$ cat src/rtl/uart_rx_pkg.sv
// Shared definitions for the UART receive path: FSM state encoding and the
// baud divider computation (reused by the transmit side).
package uart_rx_pkg;

    typedef enum logic [2:0] {
        WAIT_HIGH = 3'd0,
        IDLE      = 3'd1,
        START     = 3'd2,
        DATA      = 3'd3,
        STOP      = 3'd4
    } rx_state_t;

    localparam int FRAME_BITS = 8;

    function automatic int calc_div(input int clk_hz, input int baud);
        return clk_hz / baud;
    endfunction

endpackage

$ cat src/rtl/uart_rx_sync2.sv
// Two-flop synchronizer for asynchronous pad inputs, with a selectable
// reset value so idle-high and idle-low pads both come out of reset quiet.
module uart_rx_sync2 #(
    parameter logic RESET_VAL = 1'b1
) (
    input  logic clk,
    input  logic rst,
    input  logic d,
    output logic q
);

    logic meta;

    always_ff @(posedge clk) begin
        if (rst) begin
            meta <= RESET_VAL;
            q    <= RESET_VAL;
        end else begin
            meta <= d;
            q    <= meta;
        end
    end

endmodule

$ cat src/rtl/uart_rx.sv
// 8N1 serial receiver: mid-bit sampling from a clock divider, one-byte
// holding register with valid/ready handshake, framing and overrun pulses.
module uart_rx
    import uart_rx_pkg::*;
#(
    parameter int CLK_HZ = 24_000_000,
    parameter int BAUD   = 115_200
) (
    input  logic       clk,
    input  logic       rst,
    input  logic       rx,
    output logic [7:0] data,
    output logic       valid,
    input  logic       ready,
    output logic       frame_err,
    output logic       overrun
);

    localparam int DIV = calc_div(CLK_HZ, BAUD);
    localparam int CW  = $clog2(DIV);
    localparam logic [CW-1:0] HALF_LOAD = CW'(DIV / 2 - 1);
    localparam logic [CW-1:0] FULL_LOAD = CW'(DIV - 1);
    localparam logic [2:0]    LAST_BIT  = 3'(FRAME_BITS - 1);

    generate
        if (DIV < 4) begin : g_div_check
            $error("uart_rx: CLK_HZ/BAUD must be at least 4");
        end
    endgenerate

    logic rxs;

    uart_rx_sync2 #(
        .RESET_VAL (1'b1)
    ) u_sync (
        .clk (clk),
        .rst (rst),
        .d   (rx),
        .q   (rxs)
    );

    rx_state_t     state, state_n;
    logic [CW-1:0] cnt, cnt_n;
    logic [2:0]    bit_idx, bit_idx_n;
    logic [7:0]    shift_reg, shift_n;
    logic          byte_done, byte_done_n;
    logic          stop_bad, stop_bad_n;

    always_ff @(posedge clk) begin
        if (rst) begin
            state     <= WAIT_HIGH;
            cnt       <= '0;
            bit_idx   <= '0;
            shift_reg <= '0;
            byte_done <= 1'b0;
            stop_bad  <= 1'b0;
        end else begin
            state     <= state_n;
            cnt       <= cnt_n;
            bit_idx   <= bit_idx_n;
            shift_reg <= shift_n;
            byte_done <= byte_done_n;
            stop_bad  <= stop_bad_n;
        end
    end

    // Every timed state counts down to zero, then acts on the current rxs.
    always_comb begin
        state_n     = state;
        cnt_n       = cnt;
        bit_idx_n   = bit_idx;
        shift_n     = shift_reg;
        byte_done_n = 1'b0;
        stop_bad_n  = 1'b0;
        case (state)
            WAIT_HIGH: begin
                if (rxs) state_n = IDLE;
            end
            IDLE: begin
                if (!rxs) begin
                    cnt_n   = HALF_LOAD;
                    state_n = START;
                end
            end
            START: begin
                if (cnt == '0) begin
                    if (!rxs) begin
                        cnt_n     = FULL_LOAD;
                        bit_idx_n = '0;
                        state_n   = DATA;
                    end else begin
                        state_n = IDLE;
                    end
                end else begin
                    cnt_n = cnt - CW'(1);
                end
            end
            DATA: begin
                if (cnt == '0) begin
                    shift_n   = {rxs, shift_reg[7:1]};
                    cnt_n     = FULL_LOAD;
                    bit_idx_n = bit_idx + 3'd1;
                    if (bit_idx == LAST_BIT) state_n = STOP;
                end else begin
                    cnt_n = cnt - CW'(1);
                end
            end
            STOP: begin
                if (cnt == '0) begin
                    if (rxs) begin
                        byte_done_n = 1'b1;
                        state_n     = IDLE;
                    end else begin
                        stop_bad_n = 1'b1;
                        state_n    = WAIT_HIGH;
                    end
                end else begin
                    cnt_n = cnt - CW'(1);
                end
            end
            default: state_n = WAIT_HIGH;
        endcase
    end

    // A completing byte may replace the held one only if it is being consumed.
    always_ff @(posedge clk) begin
        if (rst) begin
            data      <= 8'h00;
            valid     <= 1'b0;
            frame_err <= 1'b0;
            overrun   <= 1'b0;
        end else begin
            frame_err <= stop_bad;
            overrun   <= 1'b0;
            if (byte_done) begin
                if (!valid || ready) begin
                    data  <= shift_reg;
                    valid <= 1'b1;
                end else begin
                    overrun <= 1'b1;
                end
            end else if (valid && ready) begin
                valid <= 1'b0;
            end
        end
    end

endmodule

$ cat config.mk
export PLATFORM = sky130hd
export DESIGN_NAME = uart_rx
export DESIGN_NICKNAME = d
export VERILOG_FILES = /design/src/rtl/uart_rx_pkg.sv /design/src/rtl/uart_rx_sync2.sv /design/src/rtl/uart_rx.sv
export SDC_FILE = /design/constraint.sdc
export NUM_CORES = 1
export LEC_CHECK = 0
export ABC_AREA = 1
export CAP_MARGIN = 20
export CORE_UTILIZATION = 60
export DETAILED_ROUTE_END_ITERATION = 10
export HOLD_SLACK_MARGIN = 0.03
export PLACE_DENSITY = 0.79
export SLEW_MARGIN = 20
export SYNTH_ARGS = -nofsm -noshare
export SYNTH_HDL_FRONTEND = slang
export SYNTH_HIERARCHICAL = 1
export SYNTH_SLANG_ARGS = --single-unit
$ cat constraint.sdc
create_clock -name clk -period 3.4 [get_ports clk]
set_input_delay 0.68 -clock clk [delete_from_list [all_inputs] [get_ports clk]]
set_output_delay 0.68 -clock clk [all_outputs]
set_load 0.02 [all_outputs]
==> results.sh <==
export IMPL_outcome="completed"
export IMPL_final_core_util_pct=74.56
export IMPL_critical_path_class="reg2out"
export IMPL_leading_cell_types_by_total_area_after_synthesis="sky130_fd_sc_hd__dfxtp_1 44%, sky130_fd_sc_hd__nor2_1 12%, sky130_fd_sc_hd__o21ai_0 7.7%, sky130_fd_sc_hd__nand2_1 6.5%, sky130_fd_sc_hd__inv_1 5.4%"
export IMPL_critical_path_slowest_cell="sky130_fd_sc_hd__clkdlybuf4s50_1"
export IMPL_report_power_total_w=0.001676
export IMPL_clock_skew_ns=0.01526
export IMPL_vias_per_cell=5.407
export IMPL_synth_enable_flop_cells=0
export IMPL_drtAntennaViolNets=0
export IMPL_cells_after_synth=233
export IMPL_worst_pin_slew_ns=0.6013
export IMPL_diodes=0
export IMPL_cp_cell_sequence="clkdlybuf4s50_1"
export IMPL_r2r_cells=9
export IMPL_grt_first_pass_wirelength_um=5747
export IMPL_timing_hold_violations_final=0
export IMPL_portBuffers=14
export IMPL_floorplan_core_area_sq_um=2567
export IMPL_rows=18
export IMPL_worstPathMaxFanout=2
export IMPL_clkSinkCount=37
export IMPL_hold_path_cell_count=2
export IMPL_grt_setup_unrepaired="false"
export IMPL_antenna_violations_before_repair=0
export IMPL_htree_num_levels=2
export IMPL_max_stage_delay_ns=0.62
export IMPL_start_kind="register"
export IMPL_post_synth_top_count_cell="sky130_fd_sc_hd__nor2_1"
export IMPL_final_number_of_setup_violating_endpoints=0
export IMPL_insertion_delay_ns=0.35
export IMPL_ctsLongestPathBuffers=2
export IMPL_place_congestion=0.9364
export IMPL_setup_ws_ns=1.385
export IMPL_register_area_sq_um=740.7
export IMPL_cellPowerDensity_nw_per_um2=875.3
export IMPL_syn_mean_instance_area_sq_um=7.217
export IMPL_leakage_power_summed_over_all_cells_nw=0.8729
export IMPL_synth_seq_cells=37
export IMPL_die_w_um=54.94
export IMPL_max_cap_violations=0
export IMPL_period_needed_ns=2.015
export IMPL_fillCellCount=216
export IMPL_synth_sequential_area_ratio_pct=44.05
export IMPL_nets=256
export IMPL_cts_inserted_buffers=5
export IMPL_max_clock_freq_ghz=0.4964
export IMPL_vdd_drop_max_uv=685.2
export IMPL_fraction_of_synthesis_flops_using_an_asynchronous_set_or_reset_pin_pct=0
export IMPL_cts_reportedPaths_clkPinSlew_ns=0.12
export IMPL_worst_path_top_cell_family_by_delay="buffers and inverters"
export IMPL_cts_resized=0
export IMPL_grt_ovfl_total=0
export IMPL_post_cts_buffers=0
export IMPL_boundaryPins=15
export IMPL_drt_pass1_iterations=4
export IMPL_routed_wl_um=3599
export IMPL_first_iter_violations=37
export IMPL_tritoncts="yes"
export IMPL_holdCritPathClass="reg2reg"
export IMPL_cp_end_kind="output pin"
export IMPL_post_synth_most_frequent_cells="52 x sky130_fd_sc_hd__nor2_1, 37 x sky130_fd_sc_hd__dfxtp_1, 29 x sky130_fd_sc_hd__nand2_1"
export IMPL_cp_arrival_ns=1.33
export IMPL_design_area_sq_um=1914
export IMPL_cp_buffers_inverters=1
export IMPL_cp_required_ns=2.72
export IMPL_syn2layout_area_growth_pct=13.84
export IMPL_cts_hold_buf=0
export IMPL_fin_crit_share_pct=59.25
export IMPL_vias=1514
export IMPL_multi_input_area_sq_um=802.0
export IMPL_synthDominantAreaCellType="sky130_fd_sc_hd__dfxtp_1"
export IMPL_yosys_area_top_type_share_pct=44.05
export IMPL_die_area_sq_um=3018
export IMPL_number_of_global_route_vias_before_repair=1394
export IMPL_start_util_pct=65.50
export IMPL_setup_tns_ns=0
export IMPL_syn_area_sq_um=1682
export IMPL_grt_total_usage_pct=27.29
export IMPL_detailedPlace_worstSlack_ns=1.136
export IMPL_drt_drc_violations_left=0
export IMPL_post_synth_num_cell_types=25
export IMPL_wl_per_cell_um=12.85
export IMPL_timing_max_transition_violations_final=0
export IMPL_postSynthNetCount=240
export IMPL_timing_max_slew_rel_slack_pct=59.87
export IMPL_root_buffer_cell="sky130_fd_sc_hd__clkbuf_4"
export IMPL_ys_dominant_reg_cell="sky130_fd_sc_hd__dfxtp_1"
export IMPL_drive_gt1_share_pct=10.00
export IMPL_grt_max_degree=26
export IMPL_cp_num_cells=1
export IMPL_yosysWarnings=6
export IMPL_die_height_um=54.94
export IMPL_hpwl_um=2557
export IMPL_dpl_instance_area_sq_um=1826
## cell usage in the layout, fill, tap and decap left out, drive strengths merged
cell type      Yosys  layout
clkbuf             3       6
o31ai              2       2
dfxtp             37      37
a21oi              9       9
inv               28      28
clkinvlp           0       1
nand2             34      34
o211a              1       1
nor3               9       9
nor2              58      58
o21ai             28      28
xor2               1       1
nand3             14      14
xnor2              1       1
bufinv             0       1
nand4              1       1
clkdlybuf4s50      0      14
and2               1       1
nand3b             1       1
ha                 3       3
## path summary, 6_finish.rpt
check	from	endpoint	slack (ns)
max	data[7]	data[7]	1.39
min	stop_bad	frame_err	0.41
max reg2reg	cnt[0]	bit_idx[2]	1.55
min reg2reg	stop_bad	frame_err	0.41
## worst reg2reg max path: stages, from the launching register on
cell                      delay (ns)
sky130_fd_sc_hd__dfxtp_1        0.34
sky130_fd_sc_hd__inv_1          0.13
sky130_fd_sc_hd__ha_1           0.24
sky130_fd_sc_hd__nand3_1        0.17
sky130_fd_sc_hd__nor2_4         0.18
sky130_fd_sc_hd__nand2_2        0.21
sky130_fd_sc_hd__nor2_2         0.24
sky130_fd_sc_hd__inv_1          0.10
sky130_fd_sc_hd__nand2_1        0.07
sky130_fd_sc_hd__a21oi_1        0.06
## logic make-up after synthesis
group,share of synthesized area (%)
AO/OA/AOI/OAI,12.72
adder cells (fa/ha/maj),2.232
buffers and inverters,8.259
flip-flops,44.05
AND/OR/NAND/NOR,31.70
XOR/XNOR,1.042
## per-layer routing
metal	vias to the layer above	global-route usage (%)	share of wire [%]
met5	-	0	0
met3	8	7.377	5.8
met4	0	14.17	1.5
met1	686	31.76	45
li1	775	-	-
met2	45	45.58	47
## power breakdown
group	internal [W]	switching, W	leakage, nW
Combinational	0.000259	0.000498	0.528
Sequential	0.000511	0.0000802	0.301
Clock	0.000175	0.000153	0.0445
Total	0.000945	0.000731	0.873
## layout make-up
type                            instances  share of cell area, %
Sequential cell                        37                  38.69
Inverter                               28                  5.490
Clock inverter                          2                  1.961
Multi-Input combinational cell        163                  41.90
Tap cell                               30                  1.961
Timing Repair Buffer                   14                  7.320
Clock buffer                            6                  2.680
## per-stage QoR
| stage | hold slack (ns) | std cells |
|---|---|---|
| final | 0.4121 | 280 |
| after global routing | 0.4256 | 280 |
| after CTS | 0.4151 | 280 |
| after detailed placement | 0.3919 | 272 |
| after global placement | 0.3830 | 272 |
| after floorplan | 0.3795 | 233 |
No activity file was read; power rests on OpenSTA's default activity.
